## config.mk

```make
export PLATFORM = sky130hd
export DESIGN_NAME = mem_port_arbiter
export DESIGN_NICKNAME = d
export VERILOG_FILES = /design/src/rtl/mem_port_arbiter.sv
export SDC_FILE = /design/constraint.sdc
export NUM_CORES = 1
export LEC_CHECK = 0
export BUFFER_PORTS_ARGS = -buffer_cell sky130_fd_sc_hd__buf_4
export CAP_MARGIN = 30
export CORE_AREA = 2 2 108 110
export CTS_CLUSTER_DIAMETER = 200
export DETAILED_ROUTE_END_ITERATION = 7
export DIE_AREA = 0 0 110 112
export MAX_ROUTING_LAYER = met4
export PLACE_DENSITY = 0.42
export SLEW_MARGIN = 20
export SYNTH_ARGS = -nofsm -noshare
export SYNTH_HDL_FRONTEND = slang
export SYNTH_SLANG_ARGS = --single-unit
```

## constraint.sdc

```tcl
create_clock -name clk -period 4.38 [get_ports clk]
set_clock_uncertainty 0.05 [all_clocks]
set_input_delay 1.095 -clock clk [delete_from_list [all_inputs] [get_ports clk]]
set_output_delay 1.095 -clock clk [all_outputs]
set_load 0.005 [all_outputs]
```

## src/rtl/mem_port_arbiter.sv

```systemverilog
// -----------------------------------------------------------------------------
// mem_port_arbiter
//
// Shares one single-ported memory between instruction fetch (IF) and
// load/store (DM). Only one access is in flight at a time. DM normally wins,
// but a burst counter limits DM to MAX_DM_BURST back-to-back grants while a
// fetch is waiting, so fetch is never starved.
//
// Ports
//   clk, rst                      clock, synchronous active-high reset
//   if_req/if_addr/if_flush       fetch request, address, response cancel
//   if_gnt/if_valid/if_rdata      fetch accept, response pulse, response data
//   dm_req/dm_we/dm_addr/dm_wdata load/store request (dm_we==0 is a load)
//   dm_gnt/dm_valid/dm_rdata      data accept, response/ack pulse, load data
//   mem_en/mem_we/mem_addr/
//   mem_wdata/mem_rdata           memory macro interface
//   busy                          an access is in flight
//
// Timing: a grant in cycle T gives the response pulse in T+MEM_LAT and the
// next grant no earlier than T+MEM_LAT+1.
// -----------------------------------------------------------------------------
module mem_port_arbiter #(
    parameter int XLEN         = 32,
    parameter int ADDR_W       = 32,
    parameter int MEM_LAT      = 1,
    parameter int MAX_DM_BURST = 4
) (
    input  logic              clk,
    input  logic              rst,
    input  logic              if_req,
    input  logic [ADDR_W-1:0] if_addr,
    input  logic              if_flush,
    output logic              if_gnt,
    output logic              if_valid,
    output logic [XLEN-1:0]   if_rdata,
    input  logic              dm_req,
    input  logic [3:0]        dm_we,
    input  logic [ADDR_W-1:0] dm_addr,
    input  logic [XLEN-1:0]   dm_wdata,
    output logic              dm_gnt,
    output logic              dm_valid,
    output logic [XLEN-1:0]   dm_rdata,
    output logic              mem_en,
    output logic [3:0]        mem_we,
    output logic [ADDR_W-1:0] mem_addr,
    output logic [XLEN-1:0]   mem_wdata,
    input  logic [XLEN-1:0]   mem_rdata,
    output logic              busy
);

    localparam int LAT_W   = (MEM_LAT > 1) ? $clog2(MEM_LAT) : 1;
    localparam int BURST_W = $clog2(MAX_DM_BURST + 1);

    localparam logic [LAT_W-1:0]   LAT_INIT  = LAT_W'(MEM_LAT - 1);
    localparam logic [BURST_W-1:0] BURST_MAX = BURST_W'(MAX_DM_BURST);

    typedef enum logic {IDLE, WAIT} state_t;
    typedef enum logic {OWN_IF, OWN_DM} owner_t;

    state_t             state_q, state_d;
    owner_t             owner_q, owner_d;
    logic [LAT_W-1:0]   lat_q, lat_d;
    logic [BURST_W-1:0] burst_q, burst_d;
    logic               flush_q, flush_d;
    logic               dm_wins;

    // NOTE: sequential state uses non-blocking assignments so every register
    // samples the values from before this edge, regardless of block order.
    always_ff @(posedge clk) begin
        if (rst) begin
            state_q <= IDLE;
            owner_q <= OWN_IF;
            lat_q   <= '0;
            burst_q <= '0;
            flush_q <= 1'b0;
        end else begin
            state_q <= state_d;
            owner_q <= owner_d;
            lat_q   <= lat_d;
            burst_q <= burst_d;
            flush_q <= flush_d;
        end
    end

    // NOTE: every signal written here gets a default first; a path that
    // leaves one unassigned would infer a latch.
    always_comb begin
        state_d   = state_q;
        owner_d   = owner_q;
        lat_d     = lat_q;
        burst_d   = burst_q;
        flush_d   = flush_q;
        dm_wins   = 1'b0;
        if_gnt    = 1'b0;
        if_valid  = 1'b0;
        if_rdata  = '0;
        dm_gnt    = 1'b0;
        dm_valid  = 1'b0;
        dm_rdata  = '0;
        mem_en    = 1'b0;
        mem_we    = '0;
        mem_addr  = '0;
        mem_wdata = '0;
        busy      = (state_q == WAIT);

        unique case (state_q)
            IDLE: begin
                // DM has priority until it has taken MAX_DM_BURST grants in a
                // row while a fetch was waiting.
                dm_wins = dm_req && !(if_req && (burst_q == BURST_MAX));
                if (dm_wins) begin
                    dm_gnt    = 1'b1;
                    mem_en    = 1'b1;
                    mem_we    = dm_we;
                    mem_addr  = dm_addr;
                    mem_wdata = dm_wdata;
                    state_d   = WAIT;
                    lat_d     = LAT_INIT;
                    owner_d   = OWN_DM;
                    flush_d   = 1'b0;
                    if (!if_req)
                        burst_d = '0;
                    else if (burst_q != BURST_MAX)
                        burst_d = burst_q + BURST_W'(1);
                end else if (if_req) begin
                    if_gnt   = 1'b1;
                    mem_en   = 1'b1;
                    mem_addr = if_addr;
                    state_d  = WAIT;
                    lat_d    = LAT_INIT;
                    owner_d  = OWN_IF;
                    burst_d  = '0;
                    // A flush in the grant cycle already cancels this fetch.
                    flush_d  = if_flush;
                end
            end

            WAIT: begin
                if (owner_q == OWN_IF && if_flush)
                    flush_d = 1'b1;
                if (lat_q == '0) begin
                    state_d = IDLE;
                    flush_d = 1'b0;
                    if (owner_q == OWN_DM) begin
                        dm_valid = 1'b1;
                        dm_rdata = mem_rdata;
                    end else if (!(flush_q || if_flush)) begin
                        if_valid = 1'b1;
                        if_rdata = mem_rdata;
                    end
                end else begin
                    lat_d = lat_q - LAT_W'(1);
                end
            end

            default: state_d = IDLE;
        endcase

        // While reset is held nothing may be granted or reported, including a
        // response that would otherwise complete in this cycle.
        if (rst) begin
            if_gnt    = 1'b0;
            if_valid  = 1'b0;
            if_rdata  = '0;
            dm_gnt    = 1'b0;
            dm_valid  = 1'b0;
            dm_rdata  = '0;
            mem_en    = 1'b0;
            mem_we    = '0;
            mem_addr  = '0;
            mem_wdata = '0;
            busy      = 1'b0;
        end
    end

endmodule

```

==> key figures <==
Status
  • Status: finished, final reports clean

Clock tree
  • CTS clk-pin slew, worst paths: 0.03 ns
  • Post_cts resized: 0
  • Later-pin clock latency in the skew report: 0.23 ns
  • Clk sink count: 6
  • H-tree levels: 1
  • Hold buffer count at cts: 0
  • Postcts setup bufs: 0
  • CTS buffer count: 3
  • Clk buf depth: 2
  • Root Driver: clkbuf_16
  • TritonCTS clock tree: yes

Critical path
  • Critical path launch point type: input pin
  • Crit path max fanout: 41
  • Req. time, crit path: 3.23 ns
  • Critical path class: in2out
  • Worst setup EP type: primary output
  • WP data arrival: 2.37 ns
  • Worst setup path start: if_req
  • Reg2reg start: burst_q[0]

STA
  • Final Setup Violations: 0
  • Slew HR: 74.2%
  • Min Hold Slack: 0.458 ns
  • Unrepaired setup endpoints after global routing: no
  • Period utilization: 80.3%
  • Final Max Slew Viols: 0
  • Setup TNS: 0 ns
  • Min Tclk post-route: 3.52 ns
  • Least-Margin Pin Slew: 0.386 ns
  • F_max: 284 MHz
  • Fin. Hold Viols: 0

Floorplanning
  • Starting Density: 12.6%
  • Die area: 12300 µm²
  • Top Ports: 275
  • Core ar.: 11200 µm²
  • Placement Rows: 39
  • Die Width: 110 µm
  • Die Height: 112 µm

Global route
  • Overflow after GRT: 0
  • GRT Resource Usage Total: 13.5%
  • Antenna violations before repair: 0
  • Vias in the first global route: 2182
  • First-pass GRT wire length: 12.6 mm
  • Largest net degree at the start of global routing: 42

Final layout
  • Diode count: 0
  • Layout cells sized above 1: 63.2%
  • Multi-input gate area: 1150 µm²
  • # nets final: 595
  • Layout area overhead: 158%
  • Storage cell area: 120 µm²
  • # fillers: 1221

Yosys
  • Unique masters post-synth: 26
  • Commonest cells post-synth: and2_1 (69), and3_1 (33), a22o_1 (32)
  • Post-Syn Area: 1410 µm²
  • Number of synthesized flops with an enable pin: 0
  • Seq/Total Area, Yosys: 8.52%
  • Dominant cells by area after synthesis: and2_1 (31%), a22o_1 (20%), and3_1 (15%)
  • Asr flop ratio synth: 0%
  • Mapped Cells: 193
  • Ys Warns: 0
  • Post-synth top area share: 30.6%
  • Seq cells post-synth: 6
  • Syn nets: 332
  • Post-synth top flop: dfxtp_1
  • Most frequent cell after synthesis: and2_1
  • Yosys top cell by area: and2_1
  • Syn Area/Cell: 7.31 µm²

Power
  • Internal Power: 331 µW
  • Clk pwr share: 33.1%
  • Pwr/cell area: 124 nW/µm²
  • Switching share of power: 26.5%
  • Sw Pwr: 119 µW
  • Leakage: 0.00209 µW
  • Worst vdd rail ir drop: 131 µV
  • Combinational fraction of design power: 53.2%
  • Flop pwr share: 13.8%

Drt
  • First-pass DRT Iterations: 4
  • Drt first-iter violations: 95
  • Met3 routed WL: 692 µm
  • Post-DRT Antenna Nets: 0
  • Met2 WL: 5.10 mm
  • Vias per cell: 4.03
  • Wirelength per Cell: 15.3 µm
  • Via Count: 2408
  • Max layer used: met4
  • Total Wirelength: 9.12 mm
  • DRC: 0
  • Metal1 wirelength: 3.14 mm

Run
  • Max Cap Viol: 0

Min path
  • HP Start: burst_q[0]
  • Worst Hold Class: reg2reg

Placement
  • I/O Buffers: 274
  • Post-DP HPWL: 7.63 mm
  • GP Congestion: 0.821
-- critical path, stage by stage --
cell     delay (ns)
buf_4          0.14
and3_1         0.21
nor3b_4        0.20
buf_4          0.39
a22o_1         0.21
buf_4          0.11
-- cell families (layout without fill, tap and decap cells) --
family	Yosys count	after routing	synth area share, %
DFF	6	6	8.52
muxes	1	1	0.710
and+or+nand+nor	115	115	53.0
adders and majority gates	2	2	1.77
buffers and inverters	25	286	9.85
AOI/OAI and AO/OA	44	44	26.2
-- worst paths after layout --
path	end	slack, ns	cells past startpoint
min reg2reg	burst_q[0]	0.46	2
max reg2reg	flush_q	3.12	5
min	burst_q[0]	0.46	2
max	mem_addr[20]	0.86	6
-- per-layer routing --
metal  up-vias  track usage [%]
li1       1206                -
met1      1087             14.3
met2        99             25.5
met3        16             2.28
met4         0             2.87
met5         -                -
-- cell type report --
class | count | area share (%)
timing repair buffer | 280 | 57.8
multi-input combinational | 162 | 31.6
tap | 143 | 4.92
sequential | 6 | 3.30
clock buffer | 3 | 2.06
inverter | 3 | 0.309
-- sequential cells by signal, indices dropped and copies added (netlist names) --
register / flops
state_q: 1
flush_q: 1
burst_q: 3
owner_q: 1
-- cell usage in the layout, fill, tap and decap left out, types with 2 or more instances in the layout --
| cell type | instances |
|---|---|
| and2_1 | 69 |
| nand4_1 | 2 |
| o21ai_0 | 5 |
| clkbuf_16 | 3 |
| inv_1 | 3 |
| buf_4 | 280 |
| a22o_1 | 32 |
| and3_1 | 33 |
| dfxtp_1 | 6 |
| nor3b_1 | 2 |
| nor3_1 | 3 |
| a21oi_1 | 4 |
| ha_1 | 2 |
-- power groups by stage --
stage	clock (µW)	sequential, µW	combinational, µW
after floorplan	0	60.1	76.1
after global placement	0	63.1	242
after detailed placement	0	62.8	242
after CTS	151	62.1	243
after global routing	153	62.7	261
final	149	61.9	239
-- metrics by stage --
step                total power (µW)  std cells  cell area [µm²]  util (%)  worst slack (ns)
floorplan                        136        193             1410         -              1.11
finish                           450        597             3640      32.6             0.864
global route                     477        597             3640      32.6             0.750
CTS                              456        597             3640      32.6             0.865
detailed placement               305        594             3560      31.9             0.865
global placement                 305        594             3560      31.9             0.916
No activity file was read; power rests on OpenSTA's default activity.
